<file path="config.mk">
export PLATFORM = sky130hd
export DESIGN_NAME = rtc_bus_scheduler_flat
export DESIGN_NICKNAME = d
export VERILOG_FILES = /design/src/rtl/rtc_bus_scheduler_if.sv /design/src/rtl/rtc_bus_scheduler.sv /design/src/flat_wrapper.sv
export SDC_FILE = /design/constraint.sdc
export NUM_CORES = 1
export LEC_CHECK = 0
export CORE_MARGIN = 1.5
export CORE_UTILIZATION = 60
export CTS_BUF_LIST = sky130_fd_sc_hd__clkbuf_4 sky130_fd_sc_hd__clkbuf_8 sky130_fd_sc_hd__clkbuf_16
export DETAILED_ROUTE_END_ITERATION = 12
export GPL_TIMING_DRIVEN = 1
export HOLD_SLACK_MARGIN = 0.05
export PLACE_DENSITY = 0.89
export REMOVE_ABC_BUFFERS = 1
export SKIP_CTS_REPAIR_TIMING = 1
export SYNTH_ARGS = -nofsm -noshare
export SYNTH_HDL_FRONTEND = slang
export SYNTH_SLANG_ARGS = --single-unit
</file>
<file path="constraint.sdc">
create_clock -name clk -period 3.2 [get_ports clk]
set_clock_uncertainty 0.05 [all_clocks]
set_input_delay 0.32 -clock clk [delete_from_list [all_inputs] [get_ports clk]]
set_output_delay 0.32 -clock clk [all_outputs]
set_load 0.05 [all_outputs]
</file>
<file path="src/rtl/rtc_bus_scheduler_if.sv">
// rtc_bus_scheduler_if: request/done and grant signals of the
// shared RTC parallel bus scheduler.
interface rtc_bus_scheduler_if;
  logic       init_req;
  logic       init_done;
  logic       rd_req;
  logic       refresh_en;
  logic       rd_done;
  logic       wr_req;
  logic       wr_done;
  logic       err_clr;
  logic       inicializa;
  logic       lectura;
  logic       escritura;
  logic       busy;
  logic       timeout_err;
  logic [2:0] state_dbg;

  modport master (
    output init_req, init_done, rd_req, refresh_en,
    output rd_done, wr_req, wr_done, err_clr,
    input  inicializa, lectura, escritura,
    input  busy, timeout_err, state_dbg
  );

  modport slave (
    input  init_req, init_done, rd_req, refresh_en,
    input  rd_done, wr_req, wr_done, err_clr,
    output inicializa, lectura, escritura,
    output busy, timeout_err, state_dbg
  );
endinterface

</file>
<file path="src/rtl/rtc_bus_scheduler.sv">
// rtc_bus_scheduler: grants the RTC parallel bus to the init, read or
// write machine, paces refresh sweeps and aborts hung grants.
module rtc_bus_scheduler #(
  parameter int REFRESH_CYCLES = 1000000,
  parameter int TIMEOUT_CYCLES = 65535,
  parameter int GAP_CYCLES     = 4
) (
  input logic                clk,
  input logic                reset,
  rtc_bus_scheduler_if.slave bus
);
  localparam int CW = $clog2(TIMEOUT_CYCLES + GAP_CYCLES + 1);
  localparam int RW = $clog2(REFRESH_CYCLES + 1);
  localparam logic [CW-1:0] TO_LAST  = CW'(TIMEOUT_CYCLES - 1);
  localparam logic [CW-1:0] GAP_LAST = CW'(GAP_CYCLES - 1);
  localparam logic [RW-1:0] REF_LAST = RW'(REFRESH_CYCLES - 1);

  typedef enum logic [2:0] {
    INIT  = 3'd0,
    IDLE  = 3'd1,
    READ  = 3'd2,
    WRITE = 3'd3,
    GAP   = 3'd4
  } state_e;

  state_e        state;
  logic [CW-1:0] cnt;
  logic [RW-1:0] ref_cnt;
  logic          rd_pend;
  logic          init_pend;
  logic          last_wr;
  logic          tick;
  logic          wd_exp;
  logic          inicializa;
  logic          lectura;
  logic          escritura;
  logic          busy;
  logic          timeout_err;
  logic [2:0]    state_dbg;

  assign tick   = bus.refresh_en && (ref_cnt == REF_LAST);
  assign wd_exp = (cnt == TO_LAST);

  assign bus.inicializa  = inicializa;
  assign bus.lectura     = lectura;
  assign bus.escritura   = escritura;
  assign bus.busy        = busy;
  assign bus.timeout_err = timeout_err;
  assign bus.state_dbg   = state_dbg;

  // Grants are registered together with the state they belong to.
  task automatic enter(input state_e s);
    state      <= s;
    cnt        <= '0;
    inicializa <= (s == INIT);
    lectura    <= (s == READ);
    escritura  <= (s == WRITE);
    busy       <= (s != IDLE);
    state_dbg  <= s;
  endtask

  always_ff @(posedge clk) begin
    if (!reset) begin
      state       <= INIT;
      cnt         <= '0;
      ref_cnt     <= '0;
      rd_pend     <= 1'b0;
      init_pend   <= 1'b0;
      last_wr     <= 1'b0;
      inicializa  <= 1'b1;
      lectura     <= 1'b0;
      escritura   <= 1'b0;
      busy        <= 1'b1;
      timeout_err <= 1'b0;
      state_dbg   <= 3'd0;
    end else begin
      if (!bus.refresh_en || tick)
        ref_cnt <= '0;
      else
        ref_cnt <= ref_cnt + RW'(1);

      if (bus.err_clr)
        timeout_err <= 1'b0;

      case (state)
        INIT: begin
          if (bus.init_done) begin
            enter(GAP);
          end else if (wd_exp) begin
            timeout_err <= 1'b1;
            init_pend   <= 1'b1;
            enter(GAP);
          end else begin
            cnt <= cnt + CW'(1);
          end
        end
        IDLE: begin
          if (init_pend) begin
            init_pend <= 1'b0;
            enter(INIT);
          end else if (bus.wr_req &&
                       (!rd_pend || !last_wr)) begin
            last_wr <= 1'b1;
            enter(WRITE);
          end else if (rd_pend) begin
            last_wr <= 1'b0;
            rd_pend <= 1'b0;
            enter(READ);
          end
        end
        READ, WRITE: begin
          if ((state == READ) ? bus.rd_done
                              : bus.wr_done) begin
            enter(GAP);
          end else if (wd_exp) begin
            timeout_err <= 1'b1;
            enter(GAP);
          end else begin
            cnt <= cnt + CW'(1);
          end
        end
        GAP: begin
          if (cnt == GAP_LAST)
            enter(IDLE);
          else
            cnt <= cnt + CW'(1);
        end
        default: enter(GAP);
      endcase

      // New requests win over the clear done on grant entry.
      if (tick || bus.rd_req)
        rd_pend <= 1'b1;
      if (bus.init_req)
        init_pend <= 1'b1;
    end
  end
endmodule
</file>
<file path="src/flat_wrapper.sv">
// flat-port wrapper written by rule: the top's interface ports become plain ports
module rtc_bus_scheduler_flat 
#(
  parameter int REFRESH_CYCLES = 1000000,
  parameter int TIMEOUT_CYCLES = 65535,
  parameter int GAP_CYCLES     = 4
)
  (clk, reset, bus_init_req, bus_init_done, bus_rd_req, bus_refresh_en, bus_rd_done, bus_wr_req, bus_wr_done, bus_err_clr, bus_inicializa, bus_lectura, bus_escritura, bus_busy, bus_timeout_err, bus_state_dbg);
  rtc_bus_scheduler_if bus_i ();
  input logic clk;
  input logic reset;
  input wire logic [$bits(bus_i.init_req)-1:0] bus_init_req;
  input wire logic [$bits(bus_i.init_done)-1:0] bus_init_done;
  input wire logic [$bits(bus_i.rd_req)-1:0] bus_rd_req;
  input wire logic [$bits(bus_i.refresh_en)-1:0] bus_refresh_en;
  input wire logic [$bits(bus_i.rd_done)-1:0] bus_rd_done;
  input wire logic [$bits(bus_i.wr_req)-1:0] bus_wr_req;
  input wire logic [$bits(bus_i.wr_done)-1:0] bus_wr_done;
  input wire logic [$bits(bus_i.err_clr)-1:0] bus_err_clr;
  output wire logic [$bits(bus_i.inicializa)-1:0] bus_inicializa;
  output wire logic [$bits(bus_i.lectura)-1:0] bus_lectura;
  output wire logic [$bits(bus_i.escritura)-1:0] bus_escritura;
  output wire logic [$bits(bus_i.busy)-1:0] bus_busy;
  output wire logic [$bits(bus_i.timeout_err)-1:0] bus_timeout_err;
  output wire logic [$bits(bus_i.state_dbg)-1:0] bus_state_dbg;
  assign bus_i.init_req = bus_init_req;
  assign bus_i.init_done = bus_init_done;
  assign bus_i.rd_req = bus_rd_req;
  assign bus_i.refresh_en = bus_refresh_en;
  assign bus_i.rd_done = bus_rd_done;
  assign bus_i.wr_req = bus_wr_req;
  assign bus_i.wr_done = bus_wr_done;
  assign bus_i.err_clr = bus_err_clr;
  assign bus_inicializa = bus_i.inicializa;
  assign bus_lectura = bus_i.lectura;
  assign bus_escritura = bus_i.escritura;
  assign bus_busy = bus_i.busy;
  assign bus_timeout_err = bus_i.timeout_err;
  assign bus_state_dbg = bus_i.state_dbg;
  rtc_bus_scheduler #(.REFRESH_CYCLES(REFRESH_CYCLES), .TIMEOUT_CYCLES(TIMEOUT_CYCLES), .GAP_CYCLES(GAP_CYCLES)) u_core (.clk(clk), .reset(reset), .bus(bus_i));
endmodule
</file>
==> summary.txt <==
Status
  – Status: completed

Route
  – Post-DR wirelength/cell: 15.1 um
  – # DRC: 0
  – Antenna-violating nets left: 0
  – Vias/cell: roughly 6.3
  – Iter 0 DRT Violations: 167
  – Routed Wire Length: ~5.5 mm
  – 1st-pass router iterations: 4
  – DR vias: 2297

Global routing
  – First-pass GRT wire length: between 8 and 9 mm
  – Largest net degree at the start of global routing: 21
  – Total grt overflow: 0
  – Number of global-route vias before repair: around 2000
  – Total GRT Usage: 0.249
  – Initial antenna violation count: 0

Flow run
  – Max-cap violation count: 0

STA
  – WHS: 0.420 ns
  – Unrepaired setup endpoints after global routing: no
  – Worst Tran Pin Value: roughly 0.9 ns
  – Post-Route Setup TNS: 0 ns
  – Final hold violation count: 0
  – Pins over their slew limit: 0
  – Final period util: 0.769
  – Fmax: ~410 MHz
  – Finish-stage setup viols: 0
  – Crit path time final: 2.46 ns
  – Slew Limit Headroom: 0.377

Clock tree
  – Clk sink count: 51
  – # H-tree levels: 2
  – CTS clk-pin slew, worst paths: 0.10 ns
  – Num CTS Buffers: 5
  – Max clock buf depth: 2
  – Clock Tree Root: clkbuf_8
  – CTS tree: done
  – Clk Latency, worst-skew pair: 0.31 ns

Setup path
  – Worst Setup Path Type: reg -> reg
  – Arrival time at the worst endpoint: 2.67 ns
  – CP top delay family: simple AND/OR/NAND/NOR gates
  – Critical Path Fanout Max: 11
  – Crit start category: register
  – CP required: ~3.4 ns
  – Slowest Stage Delay on Critical Path: 0.70 ns
  – Crit path buffers/inverters: 0
  – Flop-to-flop setup slack: 0.74 ns
  – Critical path capture point type: register
  – CP max stage cell: or4_1
  – Critical-path cell list: or3b_1, or4_1, o21ai_2, o21a_1, a22o_1

Logic synthesis
  – Post-Synthesis Cell Area: 2580 sq um
  – Sequential element share of the synthesized area: 0.396
  – Post-synth ARST share: 0
  – Synthesized flop and latch total: 51
  – Post-synth cell types: about 60
  – Post-Syn Area per Cell: 8.51 sq um
  – Post-synth EDFFs: 0
  – Synth Instances: slightly above 300
  – Ys Warns: 0
  – Synth Flop Type: dfxtp_1

Final layout
  – Diodes inserted: 0
  – Filler instances: 309
  – Post-route cell area: 2860 sq um
  – FF+latch area: 1020 sq um
  – Share of cells above drive strength 1: 0.0694
  – Area of the multi-input gates: 1440 sq um
  – P&R area growth vs syn: 10.9%
  – Layout Nets: between 300 and 400

Floorplanning
  – Die width: between 60 and 70 um
  – Initial cell density of the core: 0.636
  – Site Rows: 23
  – # IOs: 18
  – Die Span Y: 68.6 um
  – Core Area: 4060 sq um
  – Die area: 4700 sq um

Power
  – Pwr Density: 465 nW/um^2
  – Leakage Power: 0.934 nW
  – Peak VDD IR: 0.000209 V

Worst hold path
  – HP Class: reg -> reg

Placed design
  – GP Congestion: 0.877
  – Post-DP HPWL: 3.83 mm
  – # port buffers: 17
  – DP Area: 2770 sq um
## power by group
part / internal (mW) / switching (mW) / total, mW
Sequential: 0.660 / 0.0364 / 0.696
Combinational: 0.0937 / 0.157 / 0.251
Clock: 0.159 / 0.224 / 0.382
Total: 0.912 / 0.417 / 1.33
## sequential cells by signal, summed over array words and instances (netlist names), 3 cells and up
name and count:
u_core.cnt 17, u_core.ref_cnt 20, u_core.bus.state_dbg 3, u_core.state 3
## cells in the final DEF, fill, tap and decap left out, drive strengths merged, types with 6 or more instances in the layout
master / count
nand4: 14
nand3: 19
dfxtp: 51
xnor2: 8
inv: 16
clkdlybuf4s50: 17
o21ai: 12
a21oi: 6
nor4: 8
nor2: 39
xor2: 12
nand2: 24
## cell usage after synthesis (2+ instances only)
cell / number / share of area
a2111oi_2: 2 / 0.012
a211oi_1: 2 / 0.0058
a21oi_1: 6 / 0.012
a31oi_1: 4 / 0.0097
a32oi_1: 3 / 0.010
and2_1: 4 / 0.0097
and3_1: 5 / 0.012
and4_1: 4 / 0.014
buf_1: 2 / 0.0029
buf_2: 2 / 0.0039
clkbuf_1: 8 / 0.012
dfxtp_1: 51 / 0.40
ha_1: 3 / 0.015
inv_1: 14 / 0.020
mux2i_1: 2 / 0.0078
nand2_1: 24 / 0.035
nand2b_1: 5 / 0.012
nand3_1: 19 / 0.037
nand3b_1: 2 / 0.0058
nand4_1: 13 / 0.032
nand4b_1: 3 / 0.010
nor2_1: 37 / 0.054
nor2b_1: 2 / 0.0049
nor3_1: 5 / 0.0097
nor4_1: 6 / 0.015
nor4b_1: 3 / 0.010
o2111ai_1: 4 / 0.014
o21ai_0: 3 / 0.0058
o21ai_1: 8 / 0.016
o22ai_1: 4 / 0.0097
o2bb2ai_1: 2 / 0.0068
o311ai_1: 2 / 0.0068
o31ai_1: 3 / 0.0087
or3_1: 2 / 0.0049
or3b_1: 2 / 0.0068
xnor2_1: 8 / 0.027
xor2_1: 12 / 0.041
## logic make-up (layout without fill, tap and decap cells)
logic type / Yosys count / count (layout) / synth area share
adders and majority gates: 3 / 3 / 0.0146
AOI/OAI and AO/OA: 54 / 54 / 0.156
and+or+nand+nor: 143 / 143 / 0.306
buffers and inverters: 29 / 43 / 0.0476
muxes: 3 / 3 / 0.0121
xor gates and xnor gates: 20 / 20 / 0.0679
DFF: 51 / 51 / 0.396
## final cells by class
type / instances / share of cell area
well taps: 50 / 0.0219
flip-flops and latches: 51 / 0.357
clock buffers: 5 / 0.0241
multi-input cells: 223 / 0.502
clock inverters: 3 / 0.00788
inverters: 15 / 0.0197
repair buffers: 20 / 0.0674
## worst min-delay path, cell delays in order (launching register included)
cell and delay [ns]:
dfxtp_1 0.33, inv_1 0.05, o32ai_1 0.05
## per-layer routing
| layer | wire, um | vias up | global-route usage |
|---|---|---|---|
| met4 | 118 | 0 | 0.115 |
| met3 | 284 | 11 | 0.0373 |
| met1 | 2490 | 1092 | 0.325 |
| met5 | 0 | - | 0 |
| met2 | 2650 | 64 | 0.405 |
| li1 | - | 1130 | - |
## metrics by stage
stage / util / power [mW] / std cells / setup slack, ns
after floorplan: - / 0.871 / 289 / 1.04
after global placement: 0.682 / 0.949 / 359 / 0.861
after detailed placement: 0.682 / 0.957 / 359 / 0.800
after CTS: 0.705 / 1.34 / 367 / 0.765
after global routing: 0.705 / 1.39 / 367 / 0.643
final: 0.705 / 1.33 / 367 / 0.738
## path summary, 6_finish.rpt
| check | cells after the start | startpoint | end |
|---|---|---|---|
| worst max-delay path | 5 | u_core.state[0]$_SDFFE_PN0P_ | u_core.bus.escritura$_SDFFE_PN0P_ |
| worst min-delay path | 2 | u_core.bus.lectura$_SDFFE_PN0P_ | u_core.bus.lectura$_SDFFE_PN0P_ |
| worst max register to register | 5 | u_core.state[0]$_SDFFE_PN0P_ | u_core.bus.escritura$_SDFFE_PN0P_ |
| worst min register to register | 2 | u_core.bus.lectura$_SDFFE_PN0P_ | u_core.bus.lectura$_SDFFE_PN0P_ |
Power figures use the tool's default switching activity.
